$ cat config.mk
export PLATFORM = sky130hd
export DESIGN_NAME = seg7_scan_driver
export DESIGN_NICKNAME = d
export VERILOG_FILES = /design/src/rtl/seg7_scan_driver.sv
export SDC_FILE = /design/constraint.sdc
export NUM_CORES = 1
export LEC_CHECK = 0
export CORE_UTILIZATION = 50
export CTS_BUF_LIST = sky130_fd_sc_hd__clkbuf_16
export CTS_CLUSTER_DIAMETER = 60
export DETAILED_ROUTE_END_ITERATION = 8
export DONT_BUFFER_PORTS = 1
export PLACE_DENSITY_LB_ADDON = 0.3
export SYNTH_ARGS = -nofsm -noshare
export SYNTH_HDL_FRONTEND = slang
export SYNTH_SLANG_ARGS = --single-unit
$ cat constraint.sdc
create_clock -name clk -period 5.4 [get_ports clk]
set_clock_uncertainty 0.2 [all_clocks]
set_input_delay 0.54 -clock clk [delete_from_list [all_inputs] [get_ports clk]]
set_output_delay 0.54 -clock clk [all_outputs]
set_load 0.01 [all_outputs]
$ cat src/rtl/seg7_scan_driver.sv
// Time-multiplexed NUM_DIGITS seven-segment driver: prescaled digit scan, anode
// blanking, leading-zero suppression, decimal points and frame-synchronous value loading.
module seg7_scan_driver #(
    parameter int NUM_DIGITS    = 4,
    parameter int SCAN_DIV      = 50000,
    parameter int BLANK_CYCLES  = 2,
    parameter int AN_ACTIVE_LOW = 1
) (
    input  logic                      clk,
    input  logic                      rst_n,
    input  logic                      enable,
    input  logic [4*NUM_DIGITS-1:0]   value,
    input  logic [NUM_DIGITS-1:0]     dp_in,
    input  logic                      load,
    input  logic                      lz_en,
    output logic [6:0]                seg,
    output logic                      dp,
    output logic [NUM_DIGITS-1:0]     an,
    output logic                      frame_done
);
    localparam int IDX_W = (NUM_DIGITS > 1) ? $clog2(NUM_DIGITS) : 1;
    localparam int PSC_W = $clog2(SCAN_DIV);
    localparam logic [NUM_DIGITS-1:0] AN_OFF    = {NUM_DIGITS{AN_ACTIVE_LOW != 0}};
    localparam logic [PSC_W-1:0]      PSC_LAST  = PSC_W'(SCAN_DIV - 1);
    localparam logic [PSC_W-1:0]      PSC_BLANK = PSC_W'(BLANK_CYCLES);
    localparam logic [IDX_W-1:0]      IDX_LAST  = IDX_W'(NUM_DIGITS - 1);

    typedef struct packed {
        logic [NUM_DIGITS-1:0][3:0] hex;
        logic [NUM_DIGITS-1:0]      dp;
    } disp_t;

    disp_t                 incoming, shadow, active;
    logic [PSC_W-1:0]      psc;
    logic [IDX_W-1:0]      idx;
    logic                  tick, boundary;
    logic [NUM_DIGITS-1:0] lead_zero;
    logic                  zero_run;
    logic [3:0]            cur_hex;
    logic                  cur_dp, suppress;
    logic [6:0]            seg_next;
    logic [NUM_DIGITS-1:0] an_sel;

    function automatic logic [6:0] hex2seg(input logic [3:0] h);
        case (h)
            4'h0: return 7'b000_0001;
            4'h1: return 7'b100_1111;
            4'h2: return 7'b001_0010;
            4'h3: return 7'b000_0110;
            4'h4: return 7'b100_1100;
            4'h5: return 7'b010_0100;
            4'h6: return 7'b010_0000;
            4'h7: return 7'b000_1111;
            4'h8: return 7'b000_0000;
            4'h9: return 7'b000_0100;
            4'hA: return 7'b000_1000;
            4'hB: return 7'b110_0000;
            4'hC: return 7'b011_0001;
            4'hD: return 7'b100_0010;
            4'hE: return 7'b011_0000;
            default: return 7'b011_1000;
        endcase
    endfunction

    assign incoming.hex = value;
    assign incoming.dp  = dp_in;
    assign tick         = enable && (psc == PSC_LAST);
    assign boundary     = tick && (idx == IDX_LAST);
    assign frame_done   = boundary;

    always_ff @(posedge clk or negedge rst_n) begin
        if (!rst_n) begin
            psc <= '0;
            idx <= '0;
        end else if (enable) begin
            if (tick) begin
                psc <= '0;
                idx <= (idx == IDX_LAST) ? '0 : idx + 1'b1;
            end else begin
                psc <= psc + 1'b1;
            end
        end
    end

    // Active only moves at the frame boundary so a frame never mixes two values;
    // a LOAD coinciding with the boundary bypasses the shadow.
    always_ff @(posedge clk or negedge rst_n) begin
        if (!rst_n) begin
            shadow <= '0;
            active <= '0;
        end else begin
            if (load)     shadow <= incoming;
            if (boundary) active <= load ? incoming : shadow;
        end
    end

    always_comb begin
        lead_zero = '0;
        zero_run  = 1'b1;
        for (int i = NUM_DIGITS - 1; i >= 0; i--) begin
            zero_run     = zero_run && (active.hex[i] == 4'h0);
            lead_zero[i] = zero_run;
        end
    end

    assign cur_hex  = active.hex[idx];
    assign cur_dp   = active.dp[idx];
    assign suppress = lz_en && (idx != '0) && lead_zero[idx];
    assign seg_next = suppress ? 7'h7F : hex2seg(cur_hex);
    assign an_sel   = NUM_DIGITS'(1) << idx;

    // Anodes stay off for the first BLANK_CYCLES of a slot while SEG settles.
    always_ff @(posedge clk or negedge rst_n) begin
        if (!rst_n) begin
            seg <= 7'h7F;
            dp  <= 1'b1;
            an  <= AN_OFF;
        end else if (!enable) begin
            seg <= 7'h7F;
            dp  <= 1'b1;
            an  <= AN_OFF;
        end else begin
            seg <= seg_next;
            dp  <= ~cur_dp;
            an  <= (psc >= PSC_BLANK) ? (an_sel ^ AN_OFF) : AN_OFF;
        end
    end
endmodule

# == Word level (Yosys, flattened, before mapping) ==
# Memory sizes are Yosys's and may differ from the RTL's.
# Cells that the tools add are included.
# word_totals
ff_bits,70
mem_bits_ro,112
inputBits,25
output_inout_bits,13
elab_cells,52
memories,1
# mem_list
name,depth,width,rd,rd_clocked_by_memory_dff,wr,line,rtl
(name not given),16,7,1,0,0,45,case (h)
# op_classes
n_addsub,2
n_lt_le_gt_ge,2
eq_ne,2
n_shift,1
muxes,14
n_bitwise,2
reduce_logical,13
# ops
cell,count
20-bit two-way mux,1
"16-bit by 1-bit adder with 16-bit output, second input constant",1
"16-bit == test, second input constant",1
"16-bit by 2-bit >= comparator with 1-bit output, second input constant",1
4-bit logical NOT,4
16-bit two-way mux,1
7-bit two-way mux,2
4-bit two-way mux,3
4-bit binary-select mux with 2-bit select,1
1-bit logical AND,7
1-bit binary-select mux with 2-bit select,2
4-bit inverter,1
"1-bit by 2-bit << shifter with 4-bit output, first input constant",1
"2-bit by 3-bit < comparator with 1-bit output, second input constant",1
1-bit two-way mux,3
"2-bit by 1-bit adder with 2-bit output, second input constant",1
"2-bit == test, second input constant",1
2-bit two-way mux,1
2-bit AND reduction,1
2-bit nonzero test,1
1-bit inverter,1

# == Longest topological paths before layout ==
# logic_depth
depth_word,9
mapped_depth,7
depth_no_buf,6

# == Worst setup path after synthesis ==
# Ideal clock, no wire load.
# synth_timing
path_type,reg-to-output
from,register psc[11]
to,output port frame_done
t_arrival_ns,1.622
required_ns,4.660
setup_slack_ns,3.038
stages_incl_launch_ff,5
n_path_buf,0
cell_sequence,dfrtp_1 > or4_4 > or2_2 > nor3_1 > and3_1
# synth_via
elab_chain_cells,3
# synth_rtl
item,line,rtl
from (decl),34,logic [PSC_W-1:0] psc;
from (signal assigned),80,psc <= psc + 1'b1;
16-bit == test,67,assign tick = enable && (psc == PSC_LAST);
1-bit logical AND,67,
1-bit logical AND,68,assign boundary = tick && (idx == IDX_LAST);
to (decl),19,output logic frame_done
# No other way between the ends.

# == Worst setup path after layout ==
# layout_timing
from,register psc[11]
to,register active[13] in the netlist's numbering
# layout_via
elab_chain_cells,3
# layout_rtl
item,line,rtl
16-bit == test,67,
1-bit logical AND,67,
1-bit logical AND,68,
to (signal assigned),93,if (boundary) active <= load ? incoming : shadow;
to (decl),33,"disp_t incoming, shadow, active;"
# No other way between the ends.
# A chain may end at the register's enable or synchronous reset.

==> impl_metrics.toml <==
[route]
wirelength_microns = 6292
dr_wl_met3_microns = 365
drc = 0
routed_via_density = 5.554
wl_met2_microns = 2841
met1_length_microns = 2990
drt-pass1-iter-count = 4
highest_layer = "met4"
drt_iter0_markers = 89
wire_per_inst_microns = 16.91
dr_total_vias = 2066
antenna_left = 0

[floorplanning]
rows = 30
die_y_microns = 85.66
core_area_sq_um = 6794
ioPinCount = 38
die_x_microns = 85.66
floorplan.initialDensity_pct = 51.51
dieArea_sq_um = 7338

[finish]
drive_gt1_share_pct = 31.16
n_antenna_cell = 0
finalNetCount = 308
syn2layout_area_growth_pct = 11.80

[status]
status = "finished clean"

[critical_path]
arrival_ns = 2.82
critical_path_class = "reg -> reg"
cp-endpoint = "active[13]"
r2r_slack_ns = 2.60
crit_required_ns = 5.41
path_cells = "or4_4 > nor4_4 > nand3_2 > mux2_4"
critPathSlowestCell = "nand3_2"
regToRegStartpoint = "psc[11]"
cp-startpoint = "psc[11]"
cp-start-kind = "flip-flop"
critPathMaxStageDelay_ns = 0.62
reg2reg_depth = 4
worstReg2RegEnd = "active[13]"
critical_path.endpoint_type = "flip-flop"
path_max_fanout = 20

[synth]
yosys_most_used_dff = "dfrtp_1"
synthArstFlopShare_pct = 100.0
synth_top_area_share_pct = 41.47
syn_nets = 306
synthMuxAreaShare_pct = 21.56
yosysSeqAreaShare_pct = 50.48
synthSimpleGateAreaFrac_pct = 11.98
synth_xor_area_share_pct = 3.754
synth_top_cell_by_area = "dfrtp_1"
synth_fa_ha_area_share_pct = 4.290
synth_edf_count = 0
yosys_register_bits = 70
avgSynthCellArea_sq_um = 13.01
ys_warn_count = 0
yosysMostFrequentCell = "dfrtp_1"
synth_top_family_by_area = "multiplexers"
synth_cell_types = 46
synth.area.top_cells = "dfrtp_1, dfstp_2, mux2_4"
synth_compound_area_share_pct = 5.005
synth_top_cells_by_count = "dfrtp_1, mux2_2, mux2_4"
synth_cells = 269
synthesis.area_sq_um = 3500

[clocking]
cts_root_buffer = "clkbuf_16"
h-tree-depth = 3
cts.sinks = 70
cts_tree = "yes"
clock_latency_ns = 0.33
cts_buffers = 9
cts_max_path_buffers = 2
path_clk_slew_ns = 0.06
post-cts-setup-buffers = 0

[timing]
setup_violations = 0
clock.fmax_mhz = 356.8
fin_tns_setup_ns = 0
whs_ns = 0.04569
tightest_slew_ns = 0.8035
rsz0062_at_grt = "no"
finalCritPeriodShare_pct = 51.91
slew_violations = 0
fin_crit_ns = 2.803
hold_viol_final = 0
slew-limit-headroom_pct = 45.73

[global_routing]
grt_usage_pct = 19.49
grt_max_degree = 71
grt_first_pass_wirelength_microns = 10760
grt-ovfl-total = 0
grt_antenna_before_repair = 0
grt_pass1_vias = 2050

[pwr]
ir_drop_mv = 0.1899
leakage_nw = 1.784
power_density_nw_per_um2 = 340.8

[worst_hold_path]
min_path_type = "in -> reg"
worstHoldStart = "enable"

[placed_design]
hpwl_microns = 4108
port_buffers = 0
gp_congestion = 0.7989

[flow_run]
cap_violations = 0
[metrics by stage]
step	cell area, sq um	util, %	worst slack (ns)	std cells	total power, mW
after floorplan	3500	-	3.038	269	0.6794
after global placement	3551	52.27	2.677	354	0.6927
after detailed placement	3551	52.27	2.614	354	0.6956
after CTS	3913	57.59	2.587	372	1.347
after global routing	3913	57.59	2.475	372	1.386
final	3913	57.59	2.597	372	1.333
[layer usage]
metal / global-route usage [%] / vias up
li1: - / 985
met1: 27.49 / 1024
met2: 28.44 / 49
met3: 5.775 / 8
met4: 7.727 / 0
met5: 0 / -
[final cells by class]
| cell class | instances | area (sq um) |
|---|---|---|
| fill | 554 | 2882 |
| sequential | 70 | 1767 |
| multi-input combinational | 179 | 1630 |
| clock buffer | 9 | 225.2 |
| tap | 96 | 120.1 |
| clock inverter | 7 | 98.84 |
| timing repair buffer | 2 | 37.54 |
| inverter | 9 | 33.78 |
[registers in the layout (all words and copies together), names as in the netlist]
| register | flops |
|---|---|
| active | 20 |
| shadow | 20 |
| psc | 16 |
| seg | 7 |
| an | 4 |
| idx | 2 |
| dp | 1 |
[placed cells by master, fill, tap and decap left out, types with 4 or more instances in the layout]
cell       synthesis  routed
a21oi_1            5       5
clkbuf_16          0       9
dfrtp_1           58      58
dfstp_2           12      12
ha_1              12      12
inv_1              9       9
mux2_2            23      23
mux2_4            20      20
mux2i_1            6       6
mux4_2             6       6
nand2_1           12      12
nand3_1            7       7
nor2_1            14      14
nor3_1             6       6
nor4_1             5       5
o21ai_0            5       5
or3_1              5       5
xnor2_1            4       4
xor2_1            11      11
[how the worst min path moves through the flow]
stage	to	slack, ns	cells after the start
after CTS	dp	0.04	1
after floorplan	active[0]	0.04	0
after global routing	dp	0.04	1
after detailed placement	psc[8]	0.05	0
final	dp	0.05	1
after global placement	psc[8]	0.05	0
[what timing repair did]
item | CTS | global route
gates resized for setup | 0 | 0
endpoints found under the hold margin | 70 | 0
hold buffers | 2 | 0
[critical path, delay by kind of cell (launching register included)]
kind / cells / cell delay, ns
DFF: 1 / 0.40
and+or+nand+nor: 3 / 1.54
muxes: 1 / 0.53
[cell families after synthesis]
| group | Yosys count |
|---|---|
| buffers and inverters | 20 |
| flip-flops | 70 |
| multiplexers | 55 |
| adder cells (fa/ha/maj) | 12 |
| XOR/XNOR | 15 |
| AND/OR/NAND/NOR | 72 |
| AO/OA/AOI/OAI | 25 |
[where the power goes]
group / leakage (nW) / switching, mW / internal [mW]
clock: 0.156 / 0.229 / 0.405
sequential: 0.866 / 0.0356 / 0.563
combinational: 0.763 / 0.0495 / 0.0502
Note: power is estimated with default switching activity, not from simulation.
